<file path="config.mk">
export PLATFORM = sky130hd
export DESIGN_NAME = mem_io_bridge_flat
export DESIGN_NICKNAME = d
export VERILOG_FILES = /design/src/rtl/mem_io_bridge_if.sv /design/src/rtl/mem_io_bridge.sv /design/src/flat_wrapper.sv
export SDC_FILE = /design/constraint.sdc
export NUM_CORES = 1
export LEC_CHECK = 0
export CAP_MARGIN = 10
export CORE_AREA = 2 2 82 123
export CTS_CLUSTER_SIZE = 8
export DETAILED_ROUTE_END_ITERATION = 8
export DIE_AREA = 0 0 84 125
export PLACE_DENSITY = 0.85
export SLEW_MARGIN = 20
export SYNTH_ARGS = -nofsm -noshare
export SYNTH_HDL_FRONTEND = slang
export SYNTH_SLANG_ARGS = --single-unit
export TNS_END_PERCENT = 5
</file>
<file path="constraint.sdc">
create_clock -name clk -period 4.35 [get_ports clk]
set_input_delay 0.87 -clock clk [delete_from_list [all_inputs] [get_ports clk]]
set_output_delay 0.87 -clock clk [all_outputs]
set_load 0.02 [all_outputs]
</file>
<file path="src/rtl/mem_io_bridge_if.sv">
// IO channel bus between mem_io_bridge (master) and the memory-mapped IO channels (slave).
interface mem_io_bridge_if #(
  parameter int IO_CH   = 4,
  parameter int IO_RD_W = 16
);
  logic [IO_CH-1:0]         io_sel;
  logic                     io_we;
  logic                     io_re;
  logic [IO_CH*IO_RD_W-1:0] io_rdata;
  logic [IO_CH-1:0]         io_ack;

  modport master (output io_sel, io_we, io_re, input io_rdata, io_ack);
  modport slave  (input io_sel, io_we, io_re, output io_rdata, io_ack);
endinterface

</file>
<file path="src/rtl/mem_io_bridge.sv">
// Memory/IO steering bridge: memory pass-through plus stalled req/ack IO channel accesses.
// Define IO_TIMEOUT_EN to abort IO accesses that see no ack within TIMEOUT WAIT cycles.
//
// state  | meaning
// S_IDLE | memory pass-through, decode and accept IO requests
// S_WAIT | channel selected, CPU stalled until matching ack (or timeout)
// S_DONE | one-cycle completion, read-back data presented, CPU released
module mem_io_bridge #(
  parameter int          DATA_W    = 32,
  parameter int          IO_CH     = 4,
  parameter logic [31:0] IO_BASE   = 32'hFFFF_F000,
  parameter int          IO_STRIDE = 16,
  parameter int          IO_RD_W   = 16,
  parameter int          TIMEOUT   = 15
) (
  input  logic              clk,
  input  logic              rst,
  input  logic              mRead,
  input  logic              mWrite,
  input  logic              ioRead,
  input  logic              ioWrite,
  input  logic [31:0]       addr_in,
  input  logic [DATA_W-1:0] m_rdata,
  input  logic [DATA_W-1:0] r_rdata,
  output logic [DATA_W-1:0] r_wdata,
  output logic              r_wvalid,
  output logic [DATA_W-1:0] write_data,
  output logic              stall,
  output logic              bus_err,
  mem_io_bridge_if.master   io
);

  localparam int          CH_W       = (IO_CH > 1) ? $clog2(IO_CH) : 1;
  localparam int          SH         = $clog2(IO_STRIDE);
  localparam logic [31:0] IO_SPAN    = 32'(IO_CH * IO_STRIDE);
  localparam logic [31:0] ALIGN_MASK = 32'(IO_STRIDE - 1);

  typedef enum logic [1:0] {S_IDLE, S_WAIT, S_DONE} state_t;

  state_t            state;
  logic [CH_W-1:0]   ch_q;
  logic              is_rd_q;
  logic [DATA_W-1:0] wdata_q;
  logic [DATA_W-1:0] rdata_q;

  logic [31:0]       offset;
  logic              hit;
  logic [CH_W-1:0]   ch;
  logic [IO_CH-1:0]  onehot;
  logic              mem_en;
  logic              io_req;
  logic              ack_hit;
  logic [DATA_W-1:0] rsel;

`ifdef IO_TIMEOUT_EN
  localparam int CNT_W = $clog2(TIMEOUT + 1);
  logic [CNT_W-1:0] to_cnt;
`endif

  assign offset  = addr_in - IO_BASE;
  assign hit     = (addr_in >= IO_BASE) && (offset < IO_SPAN) && ((offset & ALIGN_MASK) == 32'd0);
  assign ch      = CH_W'(offset >> SH);
  assign onehot  = IO_CH'(1) << ch;
  assign mem_en  = mRead | mWrite;
  assign io_req  = (ioRead | ioWrite) & ~mem_en;
  assign ack_hit = io.io_ack[ch_q];

  always_comb begin
    rsel = '0;
    rsel[IO_RD_W-1:0] = io.io_rdata[ch_q*IO_RD_W +: IO_RD_W];
  end

  always_ff @(posedge clk) begin
    if (rst) begin
      state     <= S_IDLE;
      io.io_sel <= '0;
      io.io_we  <= 1'b0;
      io.io_re  <= 1'b0;
      bus_err   <= 1'b0;
      r_wvalid  <= 1'b0;
      ch_q      <= '0;
      is_rd_q   <= 1'b0;
      wdata_q   <= '0;
      rdata_q   <= '0;
`ifdef IO_TIMEOUT_EN
      to_cnt    <= '0;
`endif
    end else begin
      bus_err  <= 1'b0;
      r_wvalid <= 1'b0;
      case (state)
        S_IDLE: begin
          if (io_req) begin
            if (hit) begin
              state     <= S_WAIT;
              ch_q      <= ch;
              is_rd_q   <= ioRead;
              wdata_q   <= r_rdata;
              io.io_sel <= onehot;
              // read wins when the CPU asserts both strobes
              io.io_re  <= ioRead;
              io.io_we  <= ioWrite & ~ioRead;
`ifdef IO_TIMEOUT_EN
              to_cnt    <= '0;
`endif
            end else begin
              bus_err <= 1'b1;
            end
          end
        end
        S_WAIT: begin
          if (ack_hit) begin
            state     <= S_DONE;
            rdata_q   <= rsel;
            r_wvalid  <= is_rd_q;
            io.io_sel <= '0;
            io.io_we  <= 1'b0;
            io.io_re  <= 1'b0;
          end
`ifdef IO_TIMEOUT_EN
          else if (to_cnt == CNT_W'(TIMEOUT - 1)) begin
            state     <= S_DONE;
            rdata_q   <= '0;
            bus_err   <= 1'b1;
            io.io_sel <= '0;
            io.io_we  <= 1'b0;
            io.io_re  <= 1'b0;
          end else begin
            to_cnt <= to_cnt + 1'b1;
          end
`endif
        end
        S_DONE:  state <= S_IDLE;
        default: state <= S_IDLE;
      endcase
    end
  end

  always_comb begin
    r_wdata    = '0;
    write_data = '0;
    stall      = 1'b0;
    case (state)
      S_IDLE: begin
        if (mem_en) begin
          if (mRead)  r_wdata    = m_rdata;
          if (mWrite) write_data = r_rdata;
        end else if (io_req && hit) begin
          stall = 1'b1;
        end
      end
      S_WAIT: begin
        stall      = 1'b1;
        write_data = wdata_q;
      end
      S_DONE:  r_wdata = rdata_q;
      default: ;
    endcase
  end

endmodule

</file>
<file path="src/flat_wrapper.sv">
// flat-port wrapper written by rule: the top's interface ports become plain ports
module mem_io_bridge_flat 
#(
  parameter int          DATA_W    = 32,
  parameter int          IO_CH     = 4,
  parameter logic [31:0] IO_BASE   = 32'hFFFF_F000,
  parameter int          IO_STRIDE = 16,
  parameter int          IO_RD_W   = 16,
  parameter int          TIMEOUT   = 15
)
  (clk, rst, mRead, mWrite, ioRead, ioWrite, addr_in, m_rdata, r_rdata, r_wdata, r_wvalid, write_data, stall, bus_err, io_io_sel, io_io_we, io_io_re, io_io_rdata, io_io_ack);
  mem_io_bridge_if #(.IO_CH(IO_CH), .IO_RD_W(IO_RD_W)) io_i ();
  input  logic clk;
  input  logic rst;
  input  logic mRead;
  input  logic mWrite;
  input  logic ioRead;
  input  logic ioWrite;
  input  logic [31:0] addr_in;
  input  logic [DATA_W-1:0] m_rdata;
  input  logic [DATA_W-1:0] r_rdata;
  output logic [DATA_W-1:0] r_wdata;
  output logic r_wvalid;
  output logic [DATA_W-1:0] write_data;
  output logic stall;
  output logic bus_err;
  output wire logic [$bits(io_i.io_sel)-1:0] io_io_sel;
  output wire logic [$bits(io_i.io_we)-1:0] io_io_we;
  output wire logic [$bits(io_i.io_re)-1:0] io_io_re;
  input wire logic [$bits(io_i.io_rdata)-1:0] io_io_rdata;
  input wire logic [$bits(io_i.io_ack)-1:0] io_io_ack;
  assign io_io_sel = io_i.io_sel;
  assign io_io_we = io_i.io_we;
  assign io_io_re = io_i.io_re;
  assign io_i.io_rdata = io_io_rdata;
  assign io_i.io_ack = io_io_ack;
  mem_io_bridge #(.DATA_W(DATA_W), .IO_CH(IO_CH), .IO_BASE(IO_BASE), .IO_STRIDE(IO_STRIDE), .IO_RD_W(IO_RD_W), .TIMEOUT(TIMEOUT)) u_core (.clk(clk), .rst(rst), .mRead(mRead), .mWrite(mWrite), .ioRead(ioRead), .ioWrite(ioWrite), .addr_in(addr_in), .m_rdata(m_rdata), .r_rdata(r_rdata), .r_wdata(r_wdata), .r_wvalid(r_wvalid), .write_data(write_data), .stall(stall), .bus_err(bus_err), .io(io_i));
endmodule
</file>
==> results.sh, run 1 <==
export IMPL_drcViolationCount=0
export IMPL_fp_coreArea_um2=9524
export IMPL_critical_path_buf_inv_count=2
export IMPL_max_slew_margin_pct=40.10
export IMPL_cpPeakStageDelay_ns=0.67
export IMPL_cts_tree="yes"
export IMPL_worstSkewPairLatency_ns=0.32
export IMPL_yosys_area_share_simple_pct=23.49
export IMPL_num_io_pins=243
export IMPL_viasPerCell=5.378
export IMPL_dieWidth_um=84
export IMPL_drive_above_1_share_pct=7.072
export IMPL_routabilityCongestion=0.9114
export IMPL_cpLargestDelayFamily="simple AND/OR/NAND/NOR gates"
export IMPL_worstPathRequired_ns=3.48
export IMPL_post_synth_cell_area_avg_um2=9.489
export IMPL_overflow=0
export IMPL_drt_initial_drc_count=155
export IMPL_antenna_left=0
export IMPL_wl_per_cell_um=17.74
export IMPL_post_cts_buffers=0
export IMPL_crit_start="addr_in[0]"
export IMPL_min_from="u_core.is_rd_q"
export IMPL_yosysWarnings=0
export IMPL_synth_nets=550
export IMPL_cp_max_fo=2
export IMPL_synth_mux_area_share_pct=20.89
export IMPL_port_buffer_count=242
export IMPL_reg2reg_depth=5
export IMPL_hold_path_class="reg -> reg"
export IMPL_nets=774
export IMPL_grt_pass1_wl_um=20210
export IMPL_synth_cell_types=31
export IMPL_synthXorXnorAreaFrac_pct=0
export IMPL_setup_viol=0
export IMPL_maxCapViolations=0
export IMPL_syn_to_final_growth_pct=75.05
export IMPL_max_freq_mhz=234.8
export IMPL_clockBufferDepth=2
export IMPL_grt_max_degree=93
export IMPL_start_util_pct=37.86
export IMPL_die_area_um2=10500
export IMPL_crit_type="in -> out"
export IMPL_power_total_mw=1.537
export IMPL_route_vias_total=3888
export IMPL_synth_seq_cells=61
export IMPL_final_hold_violation_count=0
export IMPL_antenna_cells=0
export IMPL_htreeDepth=3
export IMPL_p_leak_nw=2.244
export IMPL_postCtsHoldBufs=0
export IMPL_synth_top_family_by_area="simple AND/OR/NAND/NOR gates"
export IMPL_netlist_area_um2=3606
export IMPL_rsz0062_at_grt="false"
export IMPL_cp_slowest_cell="clkdlybuf4s50_1"
export IMPL_drt_total_wl_um=12820
export IMPL_critPathArrivalTime_ns=3.39
export IMPL_die_h_um=125
export IMPL_worst_path_most_repeated_cell="clkdlybuf4s50_1"
export IMPL_fin_setup_tns_ns=0
export IMPL_crit_path_start_kind="input port"
export IMPL_peakVddDrop_mv=0.3257
export IMPL_synthCells=380
export IMPL_end_kind="primary output"
export IMPL_fin_crit_sh_pct=97.89
export IMPL_synth_seq_area_share_pct=33.87
export IMPL_power_density_nw_per_um2=243.5
export IMPL_cp_depth=6
export IMPL_slew_viol_final=0
export IMPL_run_status="complete, no violations"
export IMPL_root_buffer="clkbuf_16"
export IMPL_fin_skew_ns=0.004069
export IMPL_max_slew_worst_pin_slew_ns=0.8972
export IMPL_grtUsageTotal_pct=23.95
export IMPL_numCtsBuffers=9
export IMPL_dp_final_hpwl_um=9920
export IMPL_antenna_found_initial=0
export IMPL_worstReg2RegStart="u_core.ch_q[1]"
export IMPL_drtPass1Iterations=5
export IMPL_cp_cell_sequence="clkdlybuf4s50_1, or4_1, nor4_1, nand4_1, o31ai_1, clkdlybuf4s50_1"
export IMPL_hold_path_depth=2
export IMPL_min_period_ns=4.258
export IMPL_rows=44
export IMPL_synth_compound_area_share_pct=16.38
export IMPL_synth_adder_area_share_pct=0
export IMPL_cts_clk_slew_worst_paths_ns=0.05
export IMPL_grt_pass1_vias=4058
export IMPL_cts_resized=0
export IMPL_cts_sinks=61
-- placed cells by master, fill, tap and decap left out, drive strengths merged, types with 2 or more instances in the layout --
cell type | netlist | layout
buf | 11 | 9
mux4 | 17 | 17
and3 | 16 | 16
clkbuf | 26 | 13
or3 | 2 | 2
nor2 | 9 | 9
o21ai | 3 | 3
nand2b | 69 | 69
nor2b | 3 | 3
a22o | 48 | 48
a21oi | 16 | 16
clkinv | 0 | 2
o41ai | 4 | 4
nand2 | 38 | 38
or4bb | 2 | 2
nand4b | 2 | 2
o211ai | 3 | 3
dfxtp | 61 | 61
nand4 | 4 | 4
and2 | 3 | 3
mux2i | 37 | 37
clkdlybuf4s50 | 0 | 241
-- sequential cells by signal, indices dropped and copies added (netlist names) --
register,cells
u_core.io.io_sel,4
u_core.r_wvalid,1
u_core.rdata_q,16
u_core.io.io_we,1
u_core.is_rd_q,1
u_core.state,2
u_core.ch_q,2
u_core.io.io_re,1
u_core.bus_err,1
u_core.wdata_q,32
-- worst min-delay path, delay by kind of cell, from the launching register on --
kind / cells / cell delay (ns)
flops: 1 / 0.29
simple gates: 2 / 0.12
-- power by group --
group	switching (mW)	total (mW)	internal [mW]
registers	0.0000799	0.560	0.560
clock network	0.227	0.621	0.395
logic	0.125	0.355	0.231
total	0.351	1.54	1.19
-- cell type report --
class                   count  area [um2]
fillers                   773        3212
well taps                 115       143.9
flip-flops and latches     61        1221
multi-input cells         281        2203
clock buffers              13       250.2
inverters                   1       3.754
clock inverters             2       10.01
repair buffers            250        2480
-- cell families (layout without fill, tap and decap cells) --
kind of cell | count (synthesis) | after routing
flops | 61 | 61
compound gates | 76 | 76
buf+inv | 38 | 266
simple gates | 151 | 151
mux | 54 | 54
-- path summary, 6_finish.rpt --
| path | end | slack, ns |
|---|---|---|
| worst min register to register | u_core.r_wvalid | 0.45 |
| worst max register to register | u_core.io.io_sel[3] | 1.92 |
| worst min-delay path | u_core.r_wvalid | 0.45 |
| worst max-delay path | stall | 0.09 |
-- metal layers --
metal	vias up	track usage [%]	wire [um]
li1	1829	-	-
met1	1818	23.66	4556
met2	193	44.09	6762
met3	48	7.393	951
met4	0	12.52	553
met5	-	0	0
-- cells in the mapped netlist, drive strengths merged --
cell    count  area (um2)
or4bb       2       22.52
clkbuf     26       97.59
nand4b      2       17.52
nor2b       3       18.77
a22o       48       420.4
o41ai       4       35.03
nand2      38       142.6
nand4       4       25.02
or4         1       7.510
and3       16       100.1
mux2i      37       370.4
o31ai       1       7.510
nand2b     69       431.7
nor4        1       6.260
buf        11       92.59
nor3b       1       7.510
mux4       17       382.9
nor2        9       36.29
a21oi      16       80.08
and2        3       18.77
o211ai      3       22.52
o21ba       1       10.01
o21ai       3       15.01
inv         1       3.750
or3         2       12.51
dfxtp      61        1221
-- metrics by stage --
step | instances | worst slack, ns | area, um2 | hold WS [ns] | utilization (%)
after floorplan | 380 | 0.9735 | 3606 | 0.4319 | -
after global placement | 708 | 0.2229 | 6047 | 0.4417 | 63.49
after detailed placement | 708 | 0.1332 | 6047 | 0.4479 | 63.49
after CTS | 723 | 0.1265 | 6307 | 0.4546 | 66.22
after global routing | 723 | 0.01999 | 6312 | 0.4824 | 66.28
final | 723 | 0.09160 | 6312 | 0.4527 | 66.28
(Power assumes the default switching activity.)
==> run 2: changes to the inputs <==
--- a/config.mk
+++ b/config.mk
@@ -5,13 +5,13 @@
 export SDC_FILE = /design/constraint.sdc
 export NUM_CORES = 1
 export LEC_CHECK = 0
+export ABC_CLOCK_PERIOD_IN_PS = 4350
 export CAP_MARGIN = 10
 export CORE_AREA = 2 2 82 123
 export CTS_CLUSTER_SIZE = 8
 export DETAILED_ROUTE_END_ITERATION = 8
 export DIE_AREA = 0 0 84 125
 export PLACE_DENSITY = 0.85
-export SLEW_MARGIN = 20
 export SYNTH_ARGS = -nofsm -noshare
 export SYNTH_HDL_FRONTEND = slang
 export SYNTH_SLANG_ARGS = --single-unit
==> run 2 against run 1 <==
Non-clock buffer count up 1. Sequential share of layout area about the same. Cell area up 0.24%. Critical path depth unchanged. Clock skew about the same. Hold slack about the same. Combinational power about the same. Wire length up 0.41%.
==> results.sh, run 2 (synthesis gave the netlist of run 1 again) <==
export IMPL_peakVddDrop_mv=0.3268
export IMPL_instances_no_fill=724
export IMPL_wl_per_cell_um=17.78
export IMPL_p_clk_share_pct=40.4
export IMPL_fin_crit_sh_pct=97.94
export IMPL_worst_path_most_repeated_cell="clkdlybuf4s50_1"
export IMPL_cts_clk_slew_worst_paths_ns=0.05
export IMPL_start_util_pct=37.86
export IMPL_min_period_ns=4.260
export IMPL_cts_resized=0
export IMPL_crit_path_start_kind="input port"
export IMPL_power_density_nw_per_um2=243.5
export IMPL_rows=44
export IMPL_drive_above_1_share_pct=7.061
export IMPL_antenna_left=0
export IMPL_postCtsHoldBufs=0
export IMPL_dp_final_hpwl_um=9920
export IMPL_grt_pass1_wl_um=20210
export IMPL_n_fill_cell=773
export IMPL_mostFrequentLayoutCells="clkdlybuf4s50_1 (241), nand2b_1 (69), dfxtp_1 (61)"
export IMPL_power_total_mw=1.541
export IMPL_cts_tree="yes"
export IMPL_crit_type="in -> out"
export IMPL_port_buffer_count=242
export IMPL_root_buffer="clkbuf_16"
export IMPL_cp_cell_sequence="clkdlybuf4s50_1, or4_1, nor4_1, nand4_1, o31ai_1, clkdlybuf4s50_1"
export IMPL_seqPwrFrac_pct=36.4
export IMPL_overflow=0
export IMPL_fin_skew_ns=0.004411
export IMPL_run_status="complete, no violations"
export IMPL_grt_max_degree=93
export IMPL_maxCapViolations=0
export IMPL_worstPathRequired_ns=3.48
export IMPL_final_hold_violation_count=0
export IMPL_fp_coreArea_um2=9524
export IMPL_max_slew_margin_pct=20.47
export IMPL_routabilityCongestion=0.9114
export IMPL_cp_slowest_cell="clkdlybuf4s50_1"
export IMPL_hold_path_class="reg -> reg"
export IMPL_fin_setup_tns_ns=0
export IMPL_top_register="u_core.wdata_q"
export IMPL_drt_total_wl_um=12880
export IMPL_p_leak_nw=2.253
export IMPL_die_area_um2=10500
export IMPL_fin_ws_ns=0.08964
export IMPL_drt_initial_drc_count=157
export IMPL_grt_pass1_vias=4058
export IMPL_drtPass1Iterations=5
export IMPL_reg_top3="u_core.wdata_q (32), u_core.rdata_q (16), u_core.io.io_sel (4)"
export IMPL_viasPerCell=5.392
export IMPL_slew_viol_final=0
export IMPL_syn_to_final_growth_pct=75.47
export IMPL_nets=775
export IMPL_place_worst_setup_slack_ns=0.1332
export IMPL_max_slew_worst_pin_slew_ns=1.190
export IMPL_cts_sinks=61
export IMPL_cpPeakStageDelay_ns=0.67
export IMPL_combPwrFrac_pct=23.2
export IMPL_p_switching_mw=0.3534
export IMPL_num_io_pins=243
export IMPL_antenna_cells=0
export IMPL_critPathArrivalTime_ns=3.39
export IMPL_drcViolationCount=0
export IMPL_worstSkewPairLatency_ns=0.32
export IMPL_antenna_found_initial=0
export IMPL_post_cts_buffers=0
export IMPL_largest_register_ffs=32
export IMPL_cp_max_fo=2
export IMPL_dp_cells=708
export IMPL_final_common_cell="clkdlybuf4s50_1"
export IMPL_p_int_mw=1.187
export IMPL_route_vias_total=3904
export IMPL_setup_viol=0
export IMPL_rsz0062_at_grt="false"
export IMPL_switching_share_pct=22.94
export IMPL_htreeDepth=3
export IMPL_die_h_um=125
export IMPL_grtUsageTotal_pct=23.95
export IMPL_max_freq_mhz=234.7
export IMPL_end_kind="primary output"
export IMPL_clockBufferDepth=2
export IMPL_numCtsBuffers=9
export IMPL_dieWidth_um=84
run 2: cell count changes in the layout (fill, tap and decap cells not counted), sizes merged:
cell / before / now
buf: 9 / 10
run 2: metrics by stage:
stage | hold WS (ns) | util (%) | cell area, um2
6_report | 0.4530 | 66.43 | 6327
5_1_grt | 0.4824 | 66.43 | 6327
4_1_cts | 0.4546 | 66.22 | 6307
3_5_place_dp | 0.4479 | 63.49 | 6047
3_3_place_gp | 0.4417 | 63.49 | 6047
2_1_floorplan | 0.4319 | - | 3606
run 2: worst paths after layout:
check / start / cells past startpoint / endpoint / slack, ns
max: addr_in[0] / 6 / stall / 0.09
min: u_core.is_rd_q / 2 / u_core.r_wvalid / 0.45
max reg2reg: u_core.ch_q[1] / 5 / u_core.io.io_sel[3] / 1.90
min reg2reg: u_core.is_rd_q / 2 / u_core.r_wvalid / 0.45
run 2: final cells by class:
cell class / instances / area [um2] / area share [%]
tap: 115 / 143.9 / 2.274
sequential: 61 / 1221 / 19.30
clock buffer: 13 / 250.2 / 3.955
timing repair buffer: 251 / 2497 / 39.47
inverter: 1 / 3.754 / 0.05932
multi-input combinational: 281 / 2201 / 34.78
clock inverter: 2 / 10.01 / 0.1582
run 2: layer usage:
layer,GRT usage (%),vias up,routed length [um]
met1,23.66,1823,4567
met5,0,-,0
met2,44.09,200,6806
li1,-,1831,-
met4,12.52,0,566
met3,7.393,50,936
run 2: power by group through the flow:
stage | clock (mW) | combinational (mW) | sequential, mW
after floorplan | 0 | 0.119 | 0.572
after global placement | 0 | 0.347 | 0.571
after detailed placement | 0 | 0.354 | 0.571
after CTS | 0.638 | 0.356 | 0.560
after global routing | 0.666 | 0.375 | 0.559
final | 0.623 | 0.357 | 0.560
run 2: critical path, delay by kind of cell:
family,cells,cell delay [ns]
AND/OR/NAND/NOR,3,1.11
AO/OA/AOI/OAI,1,0.31
buffers and inverters,2,1.10
==> patch: new RTL, settings of run 2 <==
Make the reset (`rst`) asynchronous in one clocked block.
--- a/src/rtl/mem_io_bridge.sv
+++ b/src/rtl/mem_io_bridge.sv
@@ -71,5 +71,5 @@
   end
 
-  always_ff @(posedge clk) begin
+  always_ff @(posedge clk or posedge rst) begin
     if (rst) begin
       state     <= S_IDLE;
Behaviour: differs if rst is asserted again (counterexample within 4 cycles, from zero or initial values and one cycle with rst high); with rst held inactive, the same outputs for 10 cycles.
==> patch against run 2 <==
Sequential cell count unchanged; wire length decreased by 9.2%; worst setup slack improved by 0.26 ns; critical path depth unchanged; first-iteration DRC count decreased by 15%; clock skew decreased by 0.00097 ns; largest cell class unchanged; synthesized cell count decreased by 30%; register-to-register slack got worse by 0.08 ns; area after synthesis decreased by 0.59%; cell area increased by 1.1%; largest power group unchanged; total power increased by 6.7%.
==> patch: results (changes against run 2) <==
[metrics] result of the run: finished clean
[metrics] largest driver fanout on the critical path: 3 (+1)
[metrics] total number of vias: 3306 (-15%)
[metrics] vias in the first global route: 3552 (-12%)
[metrics] post-synthesis cell type count: 29 (-6.5%)
[metrics] Crit path arrival time: 3.13 ns (-0.26 ns)
[metrics] Synth async-reset ratio: 1.00 (+1.00)
[metrics] GRT Resource Usage Total: 0.223 (-0.0166)
[metrics] Port Buf Inserts: 242 (unchanged)
[metrics] leakage power: 2.91 nW (+29%)
[metrics] number of H-tree levels: 3 (unchanged)
[metrics] pre-CTS setup slack: 0.355 ns (+0.222 ns)
[metrics] type of the worst min-delay path: register to register
[metrics] post-detailed-placement half-perimeter wirelength: 9.04 mm (-8.9%)
[metrics] count of maximum capacitance violations: 0 (unchanged)
[metrics] Synth area leaders: sky130_fd_sc_hd__dfrtp_1 (43%), sky130_fd_sc_hd__mux2_4 (13%), sky130_fd_sc_hd__a22o_1 (12%), sky130_fd_sc_hd__mux4_2 (11%), sky130_fd_sc_hd__mux2_2 (5.7%)
[metrics] Post-CTS Repair Setup Buffers: 0 (unchanged)
[metrics] first-pass GRT wire length: 18.4 mm (-8.8%)
[metrics] Peak supply drop: 183 uV (-44%)
[metrics] Skew-Pair Late Insertion Delay: 0.32 ns (about the same)
[metrics] commonest cells in the synthesized netlist: sky130_fd_sc_hd__dfrtp_1 (61), sky130_fd_sc_hd__a22o_1 (48), sky130_fd_sc_hd__mux2_4 (32), sky130_fd_sc_hd__clkbuf_1 (18), sky130_fd_sc_hd__mux2_2 (18)
[metrics] net count of the mapped netlist: 436 (-21%)
[metrics] clock root buffer master: sky130_fd_sc_hd__clkbuf_16
[metrics] count of nets after finishing: 673 (-13%)
[metrics] total wirelength of the detailed-routed design: 11.7 mm (-9.2%)
[metrics] Clk pin slew, worst setup/hold paths: 0.05 ns (about the same)
[metrics] slowest cell on the critical path: sky130_fd_sc_hd__clkdlybuf4s50_1
[metrics] share of the yosys chip area belonging to registers: 0.426 (+0.0872)
[metrics] largest registers ranked by flip-flop count: u_core.wdata_q (32), u_core.rdata_q (16), u_core.io.io_sel (4)
[metrics] antenna violations before repair: 0 (unchanged)
[metrics] Max stage delay on crit path: 0.62 ns (-0.05 ns)
[metrics] number of buffers created by CTS: 9 (unchanged)
[metrics] skew final: 0.00344 ns (-0.000967 ns)
[metrics] number of gates resized after CTS: 0 (unchanged)
[metrics] DRC marker count from the first detailed-route iteration: 133 (-15%)
[metrics] fraction of final layout cells with drive strength greater than 1: 0.186 (+0.115)
[metrics] pin count of the biggest net entering global routing: 43 (-54%)
[metrics] weighted congestion reported at the end of routability-driven placement: 0.798 (-12%)
[metrics] total number of yosys warnings: 0 (unchanged)
[metrics] clock tree buffer depth: 2 (unchanged)
[metrics] length of the first detailed-routing pass in iterations: 4 (-1)
[metrics] Ant. Diodes: 0 (unchanged)
[metrics] transition at the pin with the smallest max-transition slack: 0.853 ns (-0.337 ns)
-- patch: path summary, 6_finish.rpt --
path | start | slack, ns | cells after the start | endpoint
min reg2reg | u_core.is_rd_q | 0.50 | 2 | u_core.r_wvalid
min in group asynchronous | rst | 1.05 | 2 | u_core.wdata_q[0]
max in group asynchronous | rst | 2.50 | 3 | u_core.rdata_q[2]
min | u_core.is_rd_q | 0.50 | 2 | u_core.r_wvalid
max | addr_in[1] | 0.35 | 6 | stall
max reg2reg | u_core.ch_q[1] | 1.82 | 3 | u_core.rdata_q[1]
-- patch: stage by stage --
step	utilization	instances	instance area, um2
after floorplan	-	266	3580
after global placement	0.640	607	6090
after detailed placement	0.640	607	6090
after CTS	0.671	621	6390
after global routing	0.671	621	6390
final	0.671	621	6390
-- patch: area by class of cell --
type / instances / area, um2
fill: 691 / 3130
timing repair buffer: 251 / 2490
multi-input combinational: 177 / 1920
sequential: 61 / 1530
clock buffer: 13 / 270
tap: 115 / 144
clock inverter: 1 / 30.0
inverter: 3 / 11.3
-- patch: critical path, delay by kind of cell --
kind	cells	cell delay, ns
buffers and inverters	2	1.01
AOI/OAI and AO/OA	1	0.12
and+or+nand+nor	3	1.12
-- patch: where the power goes --
part / internal (mW) / switching [mW]
sequential: 0.581 / 0.00606
clock: 0.483 / 0.225
combinational: 0.228 / 0.120
total: 1.29 / 0.351
-- patch: metal layers --
metal | global-route usage | wire (um)
met5 | 0 | 0
met4 | 0.0712 | 193
met3 | 0.0759 | 969
met1 | 0.251 | 4440
met2 | 0.394 | 6090
-- patch: logic make-up (layout without fill, tap and decap cells) --
kind of cell | after synthesis | count (layout) | share of synthesized area
compound gates | 51 | 51 | 0.122
buf+inv | 28 | 268 | 0.0384
flops | 61 | 61 | 0.426
mux | 74 | 74 | 0.317
simple gates | 52 | 52 | 0.0970
